`config.mk`:
```
export PLATFORM = sky130hd
export DESIGN_NAME = signal_sequencer
export DESIGN_NICKNAME = d
export VERILOG_FILES = /design/src/rtl/signal_sequencer.sv
export SDC_FILE = /design/constraint.sdc
export NUM_CORES = 1
export LEC_CHECK = 0
export CAP_MARGIN = 20
export CELL_PAD_IN_SITES_DETAIL_PLACEMENT = 1
export CELL_PAD_IN_SITES_GLOBAL_PLACEMENT = 1
export CORE_MARGIN = 2
export CORE_UTILIZATION = 38
export DETAILED_ROUTE_END_ITERATION = 8
export GPL_TIMING_DRIVEN = 0
export PLACE_DENSITY_LB_ADDON = 0.1
export SYNTH_ARGS = -nofsm -noshare
export SYNTH_HDL_FRONTEND = slang
export SYNTH_SLANG_ARGS = --single-unit
export TNS_END_PERCENT = 10
```
`constraint.sdc`:
```
create_clock -name i_clock -period 4.5 [get_ports i_clock]
set_input_delay 0.9 -clock i_clock [delete_from_list [all_inputs] [get_ports i_clock]]
set_output_delay 0.9 -clock i_clock [all_outputs]
set_load 0.01 [all_outputs]
```
`src/rtl/signal_sequencer.sv`:
```
// signal_sequencer: start/stop ROM sample sequencer with rate divider and burst length (SIGSEQ_LOOP_EN adds i_loop)
module signal_sequencer #(
  parameter int NB_DATA = 16,
  parameter int NB_ADDR = 10,
  parameter int NB_DIV  = 8
) (
  input  logic               i_clock,
  input  logic               i_reset,
  input  logic               i_start,
  input  logic               i_stop,
`ifdef SIGSEQ_LOOP_EN
  input  logic               i_loop,
`endif
  input  logic [NB_DIV-1:0]  i_rate_div,
  input  logic [NB_ADDR-1:0] i_last_addr,
  input  logic [NB_DATA-1:0] i_mem_data,
  output logic [NB_ADDR-1:0] o_addr,
  output logic [NB_DATA-1:0] o_sample,
  output logic               o_valid,
  output logic               o_busy,
  output logic               o_done
);
  typedef enum logic {IDLE, RUN} state_t;
  state_t             state_q, state_d;
  logic [NB_ADDR-1:0] addr_q, addr_d, last_q, last_d;
  logic [NB_DATA-1:0] sample_q, sample_d;
  logic [NB_DIV-1:0]  div_cnt_q, div_cnt_d, rdiv_q, rdiv_d;
  logic               valid_q, valid_d, done_q, done_d, loop_q;
  logic               accept, tick, at_last;
  assign accept  = state_q == IDLE && i_start && !i_stop;
  assign tick    = div_cnt_q == rdiv_q;
  assign at_last = addr_q == last_q;
`ifdef SIGSEQ_LOOP_EN
  logic loop_d;
  assign loop_d = accept ? i_loop : loop_q;
  // loop mode is captured with the rest of the burst configuration
  always_ff @(posedge i_clock) begin
    loop_q <= i_reset ? 1'b0 : loop_d;
  end
`else
  assign loop_q = 1'b0;
`endif
  // next-state and datapath: stop wins over tick, start only honoured in IDLE
  always_comb begin
    state_d   = state_q;
    addr_d    = addr_q;
    last_d    = last_q;
    rdiv_d    = rdiv_q;
    div_cnt_d = div_cnt_q;
    sample_d  = sample_q;
    valid_d   = 1'b0;
    done_d    = 1'b0;
    if (state_q == IDLE) begin
      if (accept) begin
        rdiv_d    = i_rate_div;
        last_d    = i_last_addr;
        addr_d    = '0;
        div_cnt_d = '0;
        state_d   = RUN;
      end
    end else if (i_stop) begin
      state_d   = IDLE;
      addr_d    = '0;
      div_cnt_d = '0;
    end else if (!tick) begin
      div_cnt_d = div_cnt_q + 1'b1;
    end else begin
      div_cnt_d = '0;
      sample_d  = i_mem_data;
      valid_d   = 1'b1;
      addr_d    = at_last ? '0 : addr_q + 1'b1;
      done_d    = at_last;
      state_d   = at_last && !loop_q ? IDLE : RUN;
    end
  end
  // state and output registers
  always_ff @(posedge i_clock) begin
    if (i_reset) begin
      state_q   <= IDLE;
      addr_q    <= '0;
      last_q    <= '0;
      rdiv_q    <= '0;
      div_cnt_q <= '0;
      sample_q  <= '0;
      valid_q   <= 1'b0;
      done_q    <= 1'b0;
    end else begin
      state_q   <= state_d;
      addr_q    <= addr_d;
      last_q    <= last_d;
      rdiv_q    <= rdiv_d;
      div_cnt_q <= div_cnt_d;
      sample_q  <= sample_d;
      valid_q   <= valid_d;
      done_q    <= done_d;
    end
  end
  assign o_addr   = addr_q;
  assign o_sample = sample_q;
  assign o_valid  = valid_q;
  assign o_busy   = state_q == RUN;
  assign o_done   = done_q;
endmodule
```
==> results of run 1 <==
-- state kept, by name (all words and copies together), names as in the netlist --
register   count
rdiv_q         8
o_busy         1
o_valid        1
o_done         1
div_cnt_q      8
o_sample      16
o_addr        10
last_q        10
-- cell type report --
type	instances	area share [%]
multi-input combinational	210	38.53
timing repair buffer	65	19.66
tap	77	2.911
clock buffer	7	2.911
inverter	2	0.2268
buffer	15	2.268
clock inverter	1	0.2268
sequential	55	33.27
-- stage by stage --
step	std cells	power, mW
2_1_floorplan	282	0.5771
3_3_place_gp	424	0.6362
3_5_place_dp	424	0.6401
4_1_cts	432	0.9483
5_1_grt	432	0.9767
6_report	432	0.9355
-- power groups by stage --
stage | Clock [mW] | Sequential, mW | Combinational (mW)
2_1_floorplan | 0 | 0.519 | 0.0577
3_3_place_gp | 0 | 0.519 | 0.117
3_5_place_dp | 0 | 0.520 | 0.121
4_1_cts | 0.318 | 0.508 | 0.121
5_1_grt | 0.334 | 0.510 | 0.133
6_report | 0.307 | 0.508 | 0.120
-- logic make-up after synthesis --
| group | share of synthesized area, % |
|---|---|
| and+or+nand+nor | 25.40 |
| AOI/OAI and AO/OA | 10.69 |
| DFF | 44.78 |
| buffers and inverters | 3.359 |
| adders and majority gates | 1.018 |
| xor gates and xnor gates | 7.837 |
| muxes | 6.921 |
-- routing by layer --
metal  vias up  GRT usage, %  wire, µm
met4         0         6.926       132
met2        32         35.35      3482
met5         -             0         0
met1      1092         24.67      3142
met3        11         3.441       179
li1       1124             -         -
-- worst max-delay path by stage --
stage	startpoint	to	slack (ns)
6_report	i_stop	last_q[5]	2.00
3_5_place_dp	i_stop	rdiv_q[4]	1.61
4_1_cts	i_stop	rdiv_q[2]	1.96
2_1_floorplan	i_stop	o_sample[6]	2.46
5_1_grt	i_stop	rdiv_q[3]	1.78
3_3_place_gp	i_stop	last_q[5]	1.67
-- cell usage after synthesis (all sizes together) --
cell,instances
a22oi,1
o21a,1
nor4,3
ha,2
a31oi,2
or2,2
nand4,9
nand3b,2
or4b,1
o311ai,1
clkbuf,11
inv,2
o21ai,9
a211oi,1
buf,4
nand2,43
o31ai,1
and4,1
a311oi,1
nor2,24
nor3b,1
o211ai,6
nor3,7
mux2i,17
or3,6
a41oi,1
xnor2,8
dfxtp,55
o32ai,1
nand2b,3
nor2b,9
and3,2
xor2,14
nand3,10
nand4b,1
and2,1
a21oi,19
-- worst register-to-register path, delay by kind of cell, from the launching register on --
family / cells / cell delay [ns]
buffers and inverters: 1 / 0.22
and+or+nand+nor: 3 / 0.83
xor gates and xnor gates: 1 / 0.18
DFF: 1 / 0.47
muxes: 1 / 0.24
==> metrics.md, run 1 <==
| Metric | Value |
|---|---|
| H-tree Lvls | `2` |
| Reg2reg setup slack | `2.45 ns` |
| Fin. Hold Viols | `0` |
| Vias in the first global route | `2,333` |
| Setup violations, final | `0` |
| Multi-input gate area | `1275 µm²` |
| Cell row count | `29` |
| Number of buffers created by CTS | `5` |
| Startpoint Class | `primary input` |
| Final period utilization | `55.65%` |
| Synth cell types | `42` |
| Area fraction of the dominant cell type after synthesis | `44.78%` |
| Vias per std cell | `5.229` |
| Leak pwr | `1.136 nW` |
| Area Growth Syn to Fin | `34.61%` |
| Crit Reg-Reg Endpoint | `o_sample[12]` |
| Yosys warns | `0` |
| Number of hold buffers added after CTS | `0` |
| Critical Path AT | `2.75 ns` |
| Min cycle time layout | `2.504 ns` |
| Antenna Cells | `0` |
| Power Internal | `698.6 µW` |
| CP max stage cell | `nor2_1` |
| Post-synthesis cell count | `282` |
| Postcts setup bufs | `0` |
| Worst R2R Path Depth | `6` |
| Dominant cells by area after synthesis | `dfxtp_1 45%, mux2i_1 6.9%, nand2_1 6.6%` |
| RSZ-0062 raised after global routing | `false` |
| Placed wire-length estimate | `5197 µm` |
| Worst-path fanout max | `10` |
| Die Width | `84.44 µm` |
| Area leader, netlist | `dfxtp_1` |
| HP Class | `register to register` |
| Worst Skew | `0.004150 ns` |
| Seq cells post-synth | `55` |
| Maximum root-to-sink buffer count | `2` |
| Switching power of the nets | `236.9 µW` |
| DR vias | `2,259` |
| CP Data Required Time | `4.75 ns` |
| Mapped Avg Cell Area | `8.718 µm²` |
| CTS resizes | `0` |
| Logic pwr share | `12.9%` |
| Post-Syn Nets | `322` |
| Antenna violations before repair | `0` |
| Pre-antenna DRT Iters | `4` |
| Tightest Pin Transition | `0.7042 ns` |
| Layout fillers | `771` |
| Final nets | `394` |
| Worst skew pair latency | `0.31 ns` |
| Total Routing Usage GR | `20.04%` |
| Final Cell Area | `3309 µm²` |
| Setup TNS | `0 ns` |
| Final Max Slew Viols | `0` |
| Maxcap violations | `0` |
| Peak VDD IR | `0.1564 mV` |
| Sw Ratio | `25.33%` |
| Leading cell type in the layout, fill and taps excluded | `clkdlybuf4s50_1` |
| Mapped Area | `2459 µm²` |
| Sequential power share | `54.3%` |
| Dpl ws | `1.609 ns` |
| Starting density of the core | `38.94%` |
| R2R Path Start | `div_cnt_q[2]` |
| Clock network fraction of total power | `32.8%` |
| Sequential area share after synthesis | `44.78%` |
| Critical path, cell by cell | `clkdlybuf4s50_1 > nand2b_1 > nor2_1 > clkbuf_1 > nand2_1 > a21oi_1` |
| Register area | `1101 µm²` |
| Placed instance area | `3206 µm²` |
| Root buffer cell | `clkbuf_8` |
| Largest net degree at the start of global routing | `17` |
| Iter 0 DRT Violations | `99` |
| Worst path bufs/invs | `2` |
| Hold Crit Start | `last_q[4]` |
| First-pass GRT wire length | `11,390 µm` |
| TritonCTS clock tree | `done` |
| Reg clk slew, reported paths | `0.10 ns` |
| Max-slew headroom | `52.88%` |
| Die Y | `84.44 µm` |
| Fmax | `399.3 MHz` |
| Hold_ws | `0.4740 ns` |
| I/O pin count | `67` |
| Power per cell area | `282.7 nW/µm²` |
| Status | `completed` |
| Largest stage delay on the critical path | `0.56 ns` |
| Layout cell share with drive strength beyond 1 | `4.507%` |
| Worst Hold End | `last_q[4]` |
| Wirelength, routed | `6936 µm` |
| Gr ovfl total | `0` |
| Port bufs | `65` |
| Sink Count | `55` |
| Worst Setup End Kind | `register` |
| Crit Path Class | `primary input to register` |
| Critical path depth | `6` |
| Core area | `6314 µm²` |
| Hold Path Cell Cnt | `2` |
| Die Area | `7129 µm²` |
| Family with the most delay on the worst path | `simple AND/OR/NAND/NOR gates` |
| DRC | `0` |
| Final WS setup | `1.996 ns` |
| Post-DR wirelength/cell | `16.06 µm` |
| ANT nets after route | `0` |
| Util after Layout | `52.42%` |
| Commonest cells after routing, fill and taps aside | `65 x clkdlybuf4s50_1, 55 x dfxtp_1, 43 x nand2_1` |
| GPL Wtd Cong | `0.8347` |
(Power assumes the default switching activity.)
==> run 2, diff against run 1 <==
--- a/config.mk
+++ b/config.mk
@@ -9,7 +9,7 @@
 export CELL_PAD_IN_SITES_DETAIL_PLACEMENT = 1
 export CELL_PAD_IN_SITES_GLOBAL_PLACEMENT = 1
 export CORE_MARGIN = 2
-export CORE_UTILIZATION = 38
+export CORE_UTILIZATION = 32
 export DETAILED_ROUTE_END_ITERATION = 8
 export GPL_TIMING_DRIVEN = 0
 export PLACE_DENSITY_LB_ADDON = 0.1
==> constraint.sdc (replaced) <==
create_clock -name i_clock -period 2.25 [get_ports i_clock]
set_input_delay 0.45 -clock i_clock [delete_from_list [all_inputs] [get_ports i_clock]]
set_output_delay 0.45 -clock i_clock [all_outputs]
set_load 0.01 [all_outputs]
==> run 2 against run 1 <==
  * Register-to-register slack worse by 2.2 ns
  * Hold slack about the same
  * Total power up 99%
  * Combinational power up 98%
  * Global-route usage down 3.1 points
  * Core utilization down 6.9 points
  * Clock skew about the same
  * First-iteration DRC count down 33%
  * Flip-flop and latch count unchanged
  * Clock power up 99%
  * Largest power group unchanged
==> metrics.md, run 2 (same netlist as run 1, synthesis figures left out) <==
| Metric | Value |
|---|---|
| Pre-antenna DRT Iters | `4 (unchanged)` |
| Die Area | `8401 µm² (+18%)` |
| Largest stage delay on the critical path | `0.49 ns (-0.07 ns)` |
| DRC | `0 (unchanged)` |
| Wirelength, routed | `6873 µm (-0.91%)` |
| Reg clk slew, reported paths | `0.10 ns (about the same)` |
| Sw Ratio | `25.06% (-0.26 points)` |
| Worst Skew | `0.004485 ns (+0.0003348 ns)` |
| H-tree Lvls | `2 (unchanged)` |
| Die Y | `91.66 µm (+8.6%)` |
| Fmax | `491.8 MHz` |
| Root buffer cell | `clkbuf_8` |
| Number of hold buffers added after CTS | `0 (unchanged)` |
| Antenna Cells | `0 (unchanged)` |
| Min cycle time layout | `2.034 ns` |
| CP max stage cell | `dfxtp_1` |
| Power Internal | `1.397 mW (+100%)` |
| Area Growth Syn to Fin | `35.83%` |
| Post-DR wirelength/cell | `15.14 µm (-5.7%)` |
| Core area | `7331 µm² (+16%)` |
| Critical Path AT | `2.26 ns (-0.49 ns)` |
| Sequential power share | `54.5% (+0.2 points)` |
| Power per cell area | `558.3 nW/µm² (+98%)` |
| Tightest Pin Transition | `0.6117 ns (-0.09257 ns)` |
| Design Power | `1.865 mW (+99%)` |
| ANT nets after route | `0 (unchanged)` |
| Hold Crit Start | `last_q[3]` |
| Gr ovfl total | `0 (unchanged)` |
| Worst-path fanout max | `8 (-2)` |
| Crit Path Class | `register to register` |
| Util after Layout | `45.55% (-6.9 points)` |
| Clock network fraction of total power | `32.7% (about the same)` |
| I/O pin count | `67 (unchanged)` |
| Hold Path Cell Cnt | `2 (unchanged)` |
| Layout fillers | `852 (+11%)` |
| HP Class | `register to register` |
| Crit Reg-Reg Endpoint | `o_addr[0]` |
| Placed wire-length estimate | `5272 µm (+1.4%)` |
| Critical path, cell by cell | `xnor2_1 > nand4_2 > o21ai_0 > nand3_1 > o31ai_1` |
| Largest net degree at the start of global routing | `17 (unchanged)` |
| Total Routing Usage GR | `16.97% (-3.1 points)` |
| Die Width | `91.66 µm (+8.6%)` |
| Status | `completed` |
| Leak pwr | `1.136 nW (about the same)` |
| Iter 0 DRT Violations | `66 (-33%)` |
| Maximum root-to-sink buffer count | `2 (unchanged)` |
| GPL Wtd Cong | `0.7745 (-7.2%)` |
| Final period utilization | `90.38%` |
| Vias in the first global route | `2,284 (-2.1%)` |
| Vias per std cell | `4.945 (-5.4%)` |
| Leading cell type in the layout, fill and taps excluded | `clkdlybuf4s50_1` |
| Port bufs | `65 (unchanged)` |
| Worst Setup End Kind | `register` |
| DR vias | `2,245 (-0.62%)` |
| CP Data Required Time | `2.48 ns (-2.27 ns)` |
| Final Max Slew Viols | `0 (unchanged)` |
| Worst R2R Path Depth | `5 (-1)` |
| First-pass GRT wire length | `11,330 µm (-0.49%)` |
| Fin. Hold Viols | `0 (unchanged)` |
| RSZ-0062 raised after global routing | `false` |
| Switching power of the nets | `467.4 µW (+97%)` |
| Worst Hold End | `last_q[3]` |
| Final nets | `394 (unchanged)` |
| Reg2reg setup slack | `0.22 ns (-2.23 ns)` |
| TritonCTS clock tree | `done` |
| Logic pwr share | `12.8% (about the same)` |
| Sink Count | `55 (unchanged)` |
| Antenna violations before repair | `0 (unchanged)` |
| Peak VDD IR | `0.2363 mV (+51%)` |
| R2R Path Start | `div_cnt_q[2]` |
| Setup violations, final | `0 (unchanged)` |
| Largest register FFs | `16 (unchanged)` |
| Commonest cells after routing, fill and taps aside | `65 x clkdlybuf4s50_1, 55 x dfxtp_1, 43 x nand2_1` |
| Number of buffers created by CTS | `5 (unchanged)` |
| Starting density of the core | `33.54% (-5.4 points)` |
| Maxcap violations | `0 (unchanged)` |
| Cell row count | `31 (+6.9%)` |
| Worst skew pair latency | `0.31 ns (about the same)` |
| Startpoint Class | `register` |
| Layout cell share with drive strength beyond 1 | `4.789% (+0.28 points)` |
| Max-slew headroom | `59.22% (+6.3 points)` |
## run 2: through the flow
stage	setup TNS, ns	cell area (µm²)	setup slack [ns]	std cells	hold slack [ns]
detailed placement	-3.139	3233	-0.2859	446	0.4625
CTS	0	3337	0.06956	454	0.4767
global placement	-2.084	3233	-0.2219	446	0.4587
global route	0	3339	0.03179	454	0.5006
finish	0	3339	0.2165	454	0.4744
floorplan	0	2459	0.5941	282	0.4478
## run 2: routing by layer
| metal | up-vias | GRT usage, % | share of wire [%] |
|---|---|---|---|
| met1 | 1071 | 22.47 | 47 |
| met3 | 7 | 3.205 | 4.4 |
| met2 | 44 | 28.31 | 47 |
| li1 | 1123 | - | - |
| met4 | 0 | 4.545 | 1.1 |
| met5 | - | 0 | 0 |
## run 2: worst max-delay path, delay by kind of cell, from the launching register on
| kind | cells | cell delay, ns |
|---|---|---|
| xor gates and xnor gates | 1 | 0.17 |
| and+or+nand+nor | 2 | 0.60 |
| AOI/OAI and AO/OA | 2 | 0.69 |
| DFF | 1 | 0.49 |
## run 2: worst max-delay path by stage
stage	start	end	slack [ns]	cells past startpoint
final	div_cnt_q[2]	o_addr[0]	0.22	5
after global placement	i_stop	last_q[5]	-0.22	6
after floorplan	div_cnt_q[2]	o_sample[6]	0.59	6
after CTS	i_stop	last_q[5]	0.07	6
after detailed placement	i_stop	last_q[5]	-0.29	6
after global routing	i_stop	rdiv_q[4]	0.03	7
## run 2: cell type report
type / count / area [µm²] / share of cell area (%)
multi-input combinational: 210 / 1277 / 38.25
sequential: 55 / 1101 / 32.97
inverter: 2 / 7.507 / 0.2248
tap: 99 / 123.9 / 3.709
buffer: 15 / 75.07 / 2.248
timing repair buffer: 65 / 650.6 / 19.48
clock inverter: 1 / 7.507 / 0.2248
clock buffer: 7 / 96.34 / 2.885
## run 2: timing repair
| item | CTS | global route |
|---|---|---|
| endpoints found under the setup margin | 0 | 10 |
| resized for setup | 0 | 1 |
| setup buffers | 0 | 0 |
## run 2: power groups by stage
stage / clock network (mW) / logic [mW] / registers, mW
floorplan: 0 / 0.115 / 1.04
global placement: 0 / 0.238 / 1.04
finish: 0.610 / 0.238 / 1.02
detailed placement: 0 / 0.242 / 1.04
global route: 0.664 / 0.264 / 1.02
CTS: 0.625 / 0.242 / 1.02
==> RTL edit 1: new RTL, flow settings as in run 2 <==
`NB_DIV`: 8 -> 16.
--- a/src/rtl/signal_sequencer.sv
+++ b/src/rtl/signal_sequencer.sv
@@ -2,7 +2,7 @@
 module signal_sequencer #(
   parameter int NB_DATA = 16,
   parameter int NB_ADDR = 10,
-  parameter int NB_DIV  = 8
+  parameter int NB_DIV  = 16
 ) (
   input  logic               i_clock,
   input  logic               i_reset,
Interface: changed (resized i_rate_div); port bits go from 67 to 75. No check against the original RTL was run, so the function may have changed too.
==> RTL edit 1 against run 2 <==
- core utilization up 0.24 points
- routed wire length grew 26%
- die area grew 24%
- setup slack worse by 0.070 ns
- total power grew 53%
- sequential cell count increased by 16
- synthesized area rose by 25%
- first-iteration DRC count fell by 6.1%
- cell area rose by 27%
==> RTL edit 1: results <==
[status]
status = finished clean

[finish]
nets = 491
fin_util_pct = 45.8
num-fill-cells = 1115

[setup_path]
cp.arrival_ns = 2.36
reg2reg_slack_ns = 0.15
r2r_start = o_addr[0]
endpoint = o_addr[3]
cp-startpoint = o_addr[0]

[power_and_ir_drop]
seq-power_mw = 1.31
switching_power_mw = 0.683
ir_worst_vdd_mv = 0.305
p_leak_nw = 1.59

[place]
io_buffers = 74
placed_area_um2 = 3990
gp_congestion = 0.751

[clock_tree]
path_clk_slew_ns = 0.08
htreeDepth = 3
cts-buffers-inserted = 9

[drt]
vias = 2815
totalWireLength_mm = 8.66
routed_via_density = 4.88

[global_route]
first_global_vias = 2929
grt_pass1_wl_mm = 14.1

[synth]
synth.yosys.seq_area_share_pct = 46.1
synthXorXnorAreaFrac_pct = 11.1
avgSynthCellArea_um2 = 8.61
synthMuxAreaShare_pct = 5.19
synth_cell_types = 39
synth_commonest_cells = dfxtp_1 (71), nand2_1 (63), nor2_1 (39)

[sta]
finalClockSkew_ns = 0.00792
worst_hold_slack_ns = 0.472
RTL edit 1: changes by cell type in the layout (fill, tap and decap cells not counted), sizes merged, moves of 9 or more:
cell,before,now
a21oi,19,37
clkdlybuf4s50,65,74
dfxtp,55,71
nand2,43,64
nor2,24,40
xor2,14,36
RTL edit 1: cell type report:
type                    count  share of cell area, %
flip-flops and latches     71                   33.5
multi-input cells         268                   37.4
well taps                 129                   3.80
plain buffers              16                   1.74
clock buffers               9                   2.91
inverters                   2                  0.177
repair buffers             75                   17.6
clock inverters             7                   2.85
RTL edit 1: per-layer routing:
metal	GRT usage, %	share of wire [%]	vias up	wire length [µm]
met5	0	0	-	0
met3	3.42	3.8	15	332
li1	-	-	1385	-
met4	7.08	1.6	0	139
met2	30.7	49	57	4240
met1	21.8	46	1358	3950
RTL edit 1: worst max-delay path, delay by kind of cell, from the launching register on:
family | cells | cell delay (ns)
xor+xnor | 1 | 0.11
compound gates | 3 | 0.53
buf+inv | 1 | 0.23
flops | 1 | 0.49
simple gates | 2 | 0.63
==> RTL edit 2: new RTL, config.mk and constraints of run 2 <==
Made on the original files. Put one more register stage on the output `o_sample`, without a reset. The value now appears one clock later. The other outputs are not delayed to match.
--- a/src/rtl/signal_sequencer.sv
+++ b/src/rtl/signal_sequencer.sv
@@ -96,7 +96,9 @@
     end
   end
   assign o_addr   = addr_q;
-  assign o_sample = sample_q;
+  always_ff @(posedge i_clock) begin
+    o_sample <= sample_q;
+  end
   assign o_valid  = valid_q;
   assign o_busy   = state_q == RUN;
   assign o_done   = done_q;
Check against the original RTL: not equivalent (a bounded check fails within 4 cycles, from zero or initial values and one cycle with i_reset high).
==> RTL edit 2 against run 2 <==
- routed wire length rose by 1.0%
- synthesized area rose by 13%
- first-iteration DRC count rose by 17%
- setup slack got worse by 0.049 ns
- sequential share of layout area rose by 4.6 points
- sequential cell count rose by 16
- cell area rose by 13%
- total power rose by 43%
- global-route usage fell by 1.6 points
- highest routed layer unchanged
==> RTL edit 2: results <==
[synth]
synthMuxAreaShare_pct = 6.12
synth_cell_types = 35
avgSynthCellArea_um2 = 9.20
synth_fp_nets = 342
synthXorXnorAreaFrac_pct = 7.56
synth_top_cells_by_area = dfxtp_1 (51%), mux2i_1 (6.1%), nand2_1 (5.5%)
synth.yosys.seq_area_share_pct = 51.1
synth_commonest_cells = dfxtp_1 (71), nand2_1 (41), nor2_1 (27)
synth_compound_area_share_pct = 9.77
ys_warn_count = 0

[global_route]
grt_usage_pct = 15.3
grt_pass1_wl_mm = 11.8
grtUsageMet1_pct = 21.4
met2_usage_pct = 23.2
first_global_vias = 2354
grt_max_degree = 13
grt.met3_usage_pct = 3.96

[power_and_ir_drop]
p_int_mw = 2.02
p_leak_nw = 1.32
seqPwrFrac_pct = 48.9
powerDensity_nw_per_um2 = 707
power_clock_mw = 1.09
ir_worst_vdd_mv = 0.312

[drt]
routed_via_density = 4.85
drt-initial-drc-count = 77
totalWireLength_mm = 6.95
met3WireLength_um = 341
wl_met2_mm = 3.00
wl_met1_mm = 3.52

[finish]
layout-drive-gt1-share_pct = 6.27
num-fill-cells = 983
nets = 419
stdcell_count = 488

[setup_path]
crit_family = buffers and inverters
crit_fanout = 10
crit_slowest_cell = or4b_1
cp.arrival_ns = 2.35

[place]
dp_hpwl_mm = 4.94
placed_area_um2 = 3560
place_inst = 472
gp_congestion = 0.801
place_ws_ns = -0.324

[status]
status = finished clean

[sta]
maxSlewHeadroom_pct = 56.8
finalClockSkew_ns = 0.0167

[clock_tree]
path_clk_slew_ns = 0.08
cts-buffers-inserted = 9
clock_latency_ns = 0.35
htreeDepth = 3

[min_path]
hold_path.class = reg -> reg
-- RTL edit 2: cell count changes after synthesis, moves of 4 or more --
cell,delta
o211ai_1,-6
xnor2_1,+4
dfxtp_1,+16
nor2b_1,-7
or3_1,-5
nor3_1,+5
a31oi_1,+6
-- RTL edit 2: path summary, 6_finish.rpt --
kind / start / endpoint / slack [ns] / cells past startpoint
setup / recovery: i_stop / o_addr[0] / 0.17 / 6
setup reg to reg: o_addr[3] / o_addr[7] / 0.21 / 6
hold / removal: sample_q[14] / o_sample[14] / 0.35 / 0
hold reg to reg: sample_q[14] / o_sample[14] / 0.35 / 0
-- RTL edit 2: layout make-up --
type / count / area (µm²) / share of cell area, %
timing repair buffer: 66 / 658 / 17.4
clock inverter: 6 / 86.3 / 2.28
buffer: 18 / 80.1 / 2.12
sequential: 71 / 1420 / 37.6
tap: 105 / 131 / 3.48
clock buffer: 9 / 124 / 3.28
multi-input combinational: 212 / 1270 / 33.7
inverter: 1 / 3.75 / 0.0993
